$ cat src/rtl/rd_chunk_scheduler.sv
// Splits one host read job into read-SM runs of at most MAX_CHUNK lines and
// launches them one at a time, gated by consumer buffer space.
module rd_chunk_scheduler #(
  parameter int unsigned ADDR_W    = 42,
  parameter int unsigned MAX_CHUNK = 64
) (
  input  logic              clk,
  input  logic              reset,
  input  logic              start,
  input  logic              abort,
  input  logic [ADDR_W-1:0] base_clAddr,
  input  logic [63:0]       total_lines,
  output logic              busy,
  output logic              job_done,
  output logic              job_aborted,
  input  logic              consumer_ready,
  output logic              sm_run,
  output logic [ADDR_W-1:0] sm_first_clAddr,
  output logic [63:0]       sm_data_length,
  input  logic              sm_done,
  output logic [31:0]       chunks_issued,
  output logic [63:0]       lines_completed
);

  typedef enum logic [1:0] {IDLE, LAUNCH, ARM, WAIT_DONE} state_t;

  localparam logic [63:0] MAX_LEN = 64'(MAX_CHUNK);

  state_t            state, state_nxt;
  logic [ADDR_W-1:0] cur_addr, cur_addr_nxt;
  logic [63:0]       remaining, remaining_nxt;
  logic              abort_flag, abort_flag_nxt;

  logic              busy_nxt, job_done_nxt, job_aborted_nxt, sm_run_nxt;
  logic [ADDR_W-1:0] sm_first_nxt;
  logic [63:0]       sm_len_nxt;
  logic [31:0]       chunks_nxt;
  logic [63:0]       lines_nxt;

  logic              abort_eff;
  logic [63:0]       rem_after;

  always_comb begin
    state_nxt       = state;
    cur_addr_nxt    = cur_addr;
    remaining_nxt   = remaining;
    abort_flag_nxt  = abort_flag;
    job_done_nxt    = 1'b0;
    job_aborted_nxt = job_aborted;
    sm_run_nxt      = 1'b0;
    sm_first_nxt    = sm_first_clAddr;
    sm_len_nxt      = sm_data_length;
    chunks_nxt      = chunks_issued;
    lines_nxt       = lines_completed;
    // an abort arriving on a decision cycle counts immediately
    abort_eff       = abort_flag | abort;
    rem_after       = remaining - sm_data_length;

    case (state)
      IDLE: begin
        if (start) begin
          cur_addr_nxt    = base_clAddr;
          remaining_nxt   = total_lines;
          chunks_nxt      = '0;
          lines_nxt       = '0;
          job_aborted_nxt = 1'b0;
          abort_flag_nxt  = 1'b0;
          if (total_lines == 64'd0) begin
            job_done_nxt = 1'b1;
          end else begin
            abort_flag_nxt = abort;
            state_nxt      = LAUNCH;
          end
        end
      end
      LAUNCH: begin
        abort_flag_nxt = abort_eff;
        if (abort_eff) begin
          state_nxt       = IDLE;
          job_done_nxt    = 1'b1;
          job_aborted_nxt = 1'b1;
        end else if (consumer_ready) begin
          sm_first_nxt = cur_addr;
          sm_len_nxt   = (remaining > MAX_LEN) ? MAX_LEN : remaining;
          sm_run_nxt   = 1'b1;
          chunks_nxt   = chunks_issued + 32'd1;
          state_nxt    = ARM;
        end
      end
      ARM: begin
        // read SM still shows done from the previous run here; don't look at it
        abort_flag_nxt = abort_eff;
        state_nxt      = WAIT_DONE;
      end
      WAIT_DONE: begin
        abort_flag_nxt = abort_eff;
        if (sm_done) begin
          lines_nxt     = lines_completed + sm_data_length;
          remaining_nxt = rem_after;
          cur_addr_nxt  = cur_addr + ADDR_W'(sm_data_length);
          if (rem_after == 64'd0 || abort_eff) begin
            state_nxt       = IDLE;
            job_done_nxt    = 1'b1;
            job_aborted_nxt = abort_eff && (rem_after != 64'd0);
          end else begin
            state_nxt = LAUNCH;
          end
        end
      end
      default: state_nxt = IDLE;
    endcase

    busy_nxt = (state_nxt != IDLE);
  end

  always_ff @(posedge clk) begin
    if (!reset) begin
      state           <= IDLE;
      cur_addr        <= '0;
      remaining       <= '0;
      abort_flag      <= 1'b0;
      busy            <= 1'b0;
      job_done        <= 1'b0;
      job_aborted     <= 1'b0;
      sm_run          <= 1'b0;
      sm_first_clAddr <= '0;
      sm_data_length  <= '0;
      chunks_issued   <= '0;
      lines_completed <= '0;
    end else begin
      state           <= state_nxt;
      cur_addr        <= cur_addr_nxt;
      remaining       <= remaining_nxt;
      abort_flag      <= abort_flag_nxt;
      busy            <= busy_nxt;
      job_done        <= job_done_nxt;
      job_aborted     <= job_aborted_nxt;
      sm_run          <= sm_run_nxt;
      sm_first_clAddr <= sm_first_nxt;
      sm_data_length  <= sm_len_nxt;
      chunks_issued   <= chunks_nxt;
      lines_completed <= lines_nxt;
    end
  end

endmodule

$ cat config.mk
export PLATFORM = sky130hd
export DESIGN_NAME = rd_chunk_scheduler
export DESIGN_NICKNAME = d
export VERILOG_FILES = /design/src/rtl/rd_chunk_scheduler.sv
export SDC_FILE = /design/constraint.sdc
export NUM_CORES = 1
export LEC_CHECK = 0
export CELL_PAD_IN_SITES_DETAIL_PLACEMENT = 0
export CELL_PAD_IN_SITES_GLOBAL_PLACEMENT = 2
export CORE_ASPECT_RATIO = 1.4
export CORE_MARGIN = 5
export CORE_UTILIZATION = 34
export DETAILED_ROUTE_END_ITERATION = 7
export GPL_ROUTABILITY_DRIVEN = 0
export PLACE_DENSITY = 0.84
export SKIP_CTS_REPAIR_TIMING = 1
export SLEW_MARGIN = 15
export SYNTH_ARGS = -nofsm -noshare
export SYNTH_HDL_FRONTEND = slang
export SYNTH_SLANG_ARGS = --single-unit
$ cat constraint.sdc
create_clock -name clk -period 7.1 [get_ports clk]
set_input_delay 1.42 -clock clk [delete_from_list [all_inputs] [get_ports clk]]
set_output_delay 1.42 -clock clk [all_outputs]
set_load 0.01 [all_outputs]
==> results.md, run 1 <==
- Status: completed
- CP startpoint kind: flip-flop
- Hold_sp: sm_first_clAddr[34]
- Reg2Reg Setup Slack: 2.39 ns
- Iteration count of the initial detailed-routing pass: 5
- PD cells: 205 mW/mm^2
- Number of synthesized flops with an enable pin: 0
- Footprint of the multi-input gates: 0.0149 sq mm
- H-tree Lvls: 2
- Buffers from clock root to sink, at most: 3
- I/O Buffers: 317
- Core ar.: 0.0651 sq mm
- Largest net degree at the start of global routing: 149
- WL/cell: 23.0 um
- Setup TNS Final: 0 ns
- Synth async-reset ratio: 0%
- Final hold viol count: 0
- Slew margin rel.: 29.1%
- Synth top area share: 28.4%
- Fin crit share: 66.3%
- Number of global-route vias before repair: 22783
- Hold Path Stages: 2
- Crit Path Category: flip-flop to flip-flop
- Post-DP HPWL: 72.8 mm
- Warnings from Yosys: 0
- Reg-to-Reg End: job_done
- Avg Inst Size Synth: 7.44 sq um
- First-pass GRT wire length: 140 mm
- Total Routed Length: 93.5 mm
- # setup viols final: 0
- RSZ-0062 raised after global routing: no
- DR iter-0 viols: 1833
- Die area: 0.0707 sq mm
- Via count: 23765
- Final Skew: 0.0182 ns
- Total CTS buffers: 38
- Crit Reg-Reg Startpoint: sm_data_length[26]
- Register area: 0.00631 sq mm
- Max Cap Viol: 0
- Die Ht: 313 um
- Setup slack at placement: 2.27 ns
- Syn Nets: 3272
- FP Rows: 111
- CTS sink cnt: 315
- Post-layout min period: 4.71 ns
- Mapped Area: 0.0222 sq mm
- Clock Pin Slew Worst Setup and Hold Paths: 0.06 ns
- Worst r2r path cells: 13
- Fmax: 0.212 GHz
- Hold Crit Class: flip-flop to flip-flop
- Fillers: 6763
- Seq/Total Area, Yosys: 28.4%
- Ys flop type: dfxtp_1
- Fin nets: 3477
- Worst skew pair latency: 0.56 ns
- Hold Crit Endpoint: sm_first_clAddr[34]
- Antenna Cells: 0
- Total I/O pin count: 318
- Final Max Slew Viols: 0
- Maximum VDD drop: 226 uV
- Drt via density: 5.84
- CTS Root Cell: clkbuf_16
- Biggest area consumer among synthesized cells: dfxtp_1
- Crit-path max FO: 12
- Synth Instances: 2989
- Synth area leaders: dfxtp_1 (28%), ha_1 (9.5%), a21oi_1 (7.1%)
- Total congestion overflow: 0
- Commonest cells after routing, fill and taps aside: nand2_1 (396), clkdlybuf4s50_1 (317), dfxtp_1 (315)
- Seq cells post-synth: 315
- Critical path origin: sm_data_length[26]
- WP data arrival: 5.20 ns
- Leak: 0.0108 uW
- CTS tree: built
- Initial Utilization: 34.1%
- Setup ws final: 2.39 ns
- Area Growth Syn to Fin: 22.8%
- Slew at the pin with the worst max-slew slack: 1.05 ns
- Cell variety after synth: 80
- Antenna violations before repair: 1
- Commonest non-fill, non-tap cell in the layout: nand2_1
- Antenna viol nets, final: 0
- Share of post-route cells with drive strength above 1: 3.79%
- Gr usage total: 25.1%
- Crit path capture type: flip-flop
- DRC viols: 0
- Die W: 226 um
- Critical Path RT: 7.59 ns
-- synthesized netlist by cell type (13+ instances only) --
| master | count |
|---|---|
| a211o_1 | 14 |
| a21o_1 | 83 |
| o211ai_1 | 24 |
| dfxtp_1 | 315 |
| and2_1 | 13 |
| ha_1 | 168 |
| nand2_1 | 400 |
| xnor2_1 | 76 |
| o31ai_1 | 15 |
| nand3_1 | 62 |
| nor3_1 | 115 |
| a311oi_1 | 61 |
| a21oi_1 | 315 |
| a211oi_1 | 37 |
| or3_1 | 27 |
| o21ai_0 | 168 |
| o21bai_1 | 31 |
| and3_1 | 33 |
| nand2b_1 | 21 |
| xor2_1 | 64 |
| o21a_1 | 27 |
| nor4_1 | 46 |
| nor2b_1 | 27 |
| nand4_1 | 60 |
| clkbuf_1 | 147 |
| nor2_1 | 280 |
| a22oi_1 | 46 |
| a31oi_1 | 22 |
| inv_1 | 109 |
-- worst max-delay path: stages (launching register included) --
cell and delay, ns:
dfxtp_1 0.46, inv_1 0.15, ha_1 0.54, nand2_1 0.12
o21ai_0 0.40, a211oi_1 0.20, a2111oi_0 0.51, and4_1 0.27
nand4_1 0.09, nor4_1 0.44, nor4b_1 0.45, nand4_1 0.21
and4bb_1 0.53, o221a_1 0.25
-- where the power goes --
group          switching, uW  internal [uW]  total, uW
Combinational           1050            580       1630
Clock                    838           1190       2030
Sequential              83.6           1840       1930
-- logic make-up after synthesis --
kind of cell,Yosys count,share of synthesized area (%)
AOI/OAI and AO/OA,949,27.7
xor gates and xnor gates,140,5.52
adders and majority gates,171,9.73
buffers and inverters,275,4.73
DFF,315,28.4
muxes,17,0.794
and+or+nand+nor,1122,23.2
-- per-layer routing --
layer	share of wire, %	track usage (%)
met1	40	30.2
met2	49	43.9
met3	5.3	3.29
met4	5.5	12.0
met5	0.014	0
-- flip-flops by register name (all words and copies together) (netlist names), 2 cells and up --
name,flops
chunks_issued,32
state,2
sm_data_length,64
cur_addr,42
lines_completed,64
sm_first_clAddr,42
remaining,64
-- final cells by class --
cell class | instances | area share, %
Clock buffer | 51 | 4.00
Clock inverter | 18 | 0.651
Inverter | 109 | 1.52
Multi-Input combinational cell | 2399 | 54.8
Sequential cell | 315 | 23.1
Tap cell | 847 | 3.88
Timing Repair Buffer | 331 | 12.1
-- per-stage QoR --
stage / util (%) / power [uW] / hold slack [ns] / std cells / cell area [sq um]
2_1_floorplan: - / 3020 / 0.445 / 2989 / 22200
3_3_place_gp: 39.9 / 3550 / 0.445 / 4001 / 26000
3_5_place_dp: 40.0 / 3560 / 0.452 / 4001 / 26000
4_1_cts: 41.9 / 5610 / 0.455 / 4070 / 27300
5_1_grt: 41.9 / 5840 / 0.476 / 4070 / 27300
6_report: 41.9 / 5590 / 0.454 / 4070 / 27300
-- worst max-delay path by stage --
stage / to / slack [ns]
after CTS: job_done / 2.38
after global routing: state[0] / 2.12
after global placement: busy / 2.24
after detailed placement: busy / 2.27
after floorplan: chunks_issued[31] / 3.56
final: job_done / 2.39
No activity file was read; power rests on OpenSTA's default activity.
==> inputs of run 2 (changes only) <==
--- a/config.mk
+++ b/config.mk
@@ -9,10 +9,10 @@
 export CELL_PAD_IN_SITES_GLOBAL_PLACEMENT = 2
 export CORE_ASPECT_RATIO = 1.4
 export CORE_MARGIN = 5
-export CORE_UTILIZATION = 34
+export CORE_UTILIZATION = 32
 export DETAILED_ROUTE_END_ITERATION = 7
 export GPL_ROUTABILITY_DRIVEN = 0
-export PLACE_DENSITY = 0.84
+export PLACE_DENSITY = 0.79
 export SKIP_CTS_REPAIR_TIMING = 1
 export SLEW_MARGIN = 15
 export SYNTH_ARGS = -nofsm -noshare
==> constraint.sdc (replaced) <==
create_clock -name clk -period 4.74 [get_ports clk]
set_input_delay 0.948 -clock clk [delete_from_list [all_inputs] [get_ports clk]]
set_output_delay 0.948 -clock clk [all_outputs]
set_load 0.01 [all_outputs]
==> results.md, run 2 (synthesis gave the netlist of run 1 again) <==
- Met2 usage: 42.7% (-1.2 points)
- Reg-to-Reg End: job_done
- Die W: 233 um (+2.9%)
- H-tree Lvls: 2 (unchanged)
- WP data arrival: 5.04 ns (-0.16 ns)
- Hold Path Stages: 2 (unchanged)
- Iteration count of the initial detailed-routing pass: 5 (unchanged)
- CTS sink cnt: 315 (unchanged)
- Critical Path RT: 5.22 ns (-2.37 ns)
- Slew at the pin with the worst max-slew slack: 1.10 ns (+0.0500 ns)
- PD cells: 314 mW/mm^2 (+54%)
- Largest net degree at the start of global routing: 153 (+2.7%)
- Antenna violations before repair: 1 (unchanged)
- Die Ht: 322 um (+3.0%)
- RSZ-0062 raised after global routing: no
- # setup viols final: 0 (unchanged)
- Total I/O pin count: 318 (unchanged)
- Final hold viol count: 0 (unchanged)
- Crit Reg-Reg Startpoint: sm_data_length[12]
- Largest registers: lines_completed x64, remaining x64, sm_data_length x64
- Register area: 0.00631 sq mm (unchanged)
- Fmax: 0.219 GHz (+3.1%)
- Core ar.: 0.0690 sq mm (+6.0%)
- DR iter-0 viols: 1704 (-7.0%)
- Buffers from clock root to sink, at most: 3 (unchanged)
- Post-layout min period: 4.57 ns (-0.140 ns)
- Initial Utilization: 32.2% (-1.9 points)
- Reg2Reg Setup Slack: 0.17 ns (-2.22 ns)
- Drt via density: 5.70 (-2.4%)
- Commonest cells after routing, fill and taps aside: nand2_1 (397), clkdlybuf4s50_1 (316), dfxtp_1 (315)
- FP Rows: 114 (+2.7%)
- Final Max Slew Viols: 0 (unchanged)
- Critical path's largest stage delay: 0.72 ns (+0.18 ns)
- Total CTS buffers: 38 (unchanged)
- Antenna Cells: 0 (unchanged)
- CTS Root Cell: clkbuf_16
- Status: completed
- Crit path capture type: flip-flop
- Setup TNS Final: 0 ns (unchanged)
- CTS tree: built
- Commonest non-fill, non-tap cell in the layout: nand2_1
- Hold Crit Endpoint: sm_first_clAddr[19]
- Worst r2r path cells: 14 (+1)
- Routing usage on met1: 29.6% (-0.64 points)
- Footprint of the multi-input gates: 0.0149 sq mm (about the same)
- Slowest-stage cell, CP: a2111oi_2
- GRT busiest layer: met2
- Crit path cell chain: inv_1 -> ha_1 -> a211o_1 -> a2111oi_2 -> o22ai_1 -> a21o_1 -> a221o_2 -> nor3b_1 -> a2111oi_2 -> nor2_1 -> and4b_1 -> and4bb_1 -> buf_4 -> o221a_1
- Worst skew pair latency: 0.59 ns (+0.03 ns)
- Max Cap Viol: 0 (unchanged)
- Dpl cells: 4131 (+3.2%)
- Via count: 23945 (+0.76%)
- Number of global-route vias before repair: 23142 (+1.6%)
- Fin crit share: 96.3% (+30 points)
- Crit Path Category: flip-flop to flip-flop
- Slew margin rel.: 25.8% (-3.3 points)
- Fillers: 7243 (+7.1%)
- Gr usage total: 24.5% (-0.62 points)
- Post-DP HPWL: 76.4 mm (+5.0%)
- GRT met3 Usage: 3.20% (-0.087 points)
- Most Frequent Cell on Critical Path: a2111oi_2
- CP startpoint kind: flip-flop
- Area Growth Syn to Fin: 25.6%
- Leak: 0.0111 uW (+2.9%)
- DRC viols: 0 (unchanged)
- Clock Pin Slew Worst Setup and Hold Paths: 0.06 ns (about the same)
- Total Routed Length: 96.2 mm (+2.9%)
- Maximum VDD drop: 286 uV (+26%)
- Antenna viol nets, final: 0 (unchanged)
- Hold Crit Class: flip-flop to flip-flop
- Die area: 0.0749 sq mm (+6.0%)
- Fin nets: 3527 (+1.4%)
- Crit-path max FO: 7 (-5)
- Hold Slack: 0.454 ns (+0.0000890 ns)
- WL/cell: 22.9 um (-0.29%)
- Final Skew: 0.0248 ns (+0.00663 ns)
- Final non-filler cell total: 4201 (+3.2%)
- Share of post-route cells with drive strength above 1: 5.32% (+1.5 points)
- First-pass GRT wire length: 143 mm (+2.4%)
- Hold_sp: sm_first_clAddr[19]
- I/O Buffers: 317 (unchanged)
- Total congestion overflow: 0 (unchanged)
[run 2: worst max path at each step]
stage / start / cells past startpoint / to
4_1_cts: sm_data_length[14] / 14 / job_done
3_3_place_gp: sm_data_length[14] / 14 / job_done
3_5_place_dp: sm_data_length[12] / 14 / job_done
6_report: sm_data_length[12] / 14 / job_done
5_1_grt: sm_data_length[14] / 14 / job_done
2_1_floorplan: sm_data_length[0] / 14 / job_done
[run 2: per-stage QoR]
step | area, sq um | power (uW) | util [%] | worst slack (ns)
global placement | 26500 | 5440 | 38.4 | 0.0861
floorplan | 22200 | 4520 | - | 1.21
detailed placement | 26500 | 5440 | 38.4 | 0.147
global route | 27900 | 9160 | 40.4 | 0.0192
finish | 27900 | 8780 | 40.4 | 0.174
CTS | 27900 | 8810 | 40.4 | 0.116
[run 2: layout make-up]
cell class / count / area share, %
Inverter: 109 / 1.49
Tap cell: 928 / 4.16
Clock buffer: 48 / 3.86
Sequential cell: 315 / 22.6
Multi-Input combinational cell: 2399 / 53.5
Timing Repair Buffer: 381 / 13.2
Clock inverter: 21 / 1.15
[run 2: per-layer routing]
| layer | share of wire, % | vias to the layer above |
|---|---|---|
| met4 | 5.6 | 0 |
| met1 | 41 | 11444 |
| met5 | 0 | - |
| li1 | - | 11443 |
| met2 | 48 | 847 |
| met3 | 5.6 | 211 |
[run 2: report_power, final]
part | switching [uW] | total (uW) | internal, uW
Clock | 1310 | 3320 | 2010
Sequential | 121 | 2880 | 2760
Combinational | 1640 | 2570 | 936
[run 2: critical path, delay by kind of cell, from the launching register on]
kind                       cells  cell delay (ns)
DFF                            1             0.45
adders and majority gates      1             0.41
buffers and inverters          2             0.31
and+or+nand+nor                4             0.77
AOI/OAI and AO/OA              7             2.52
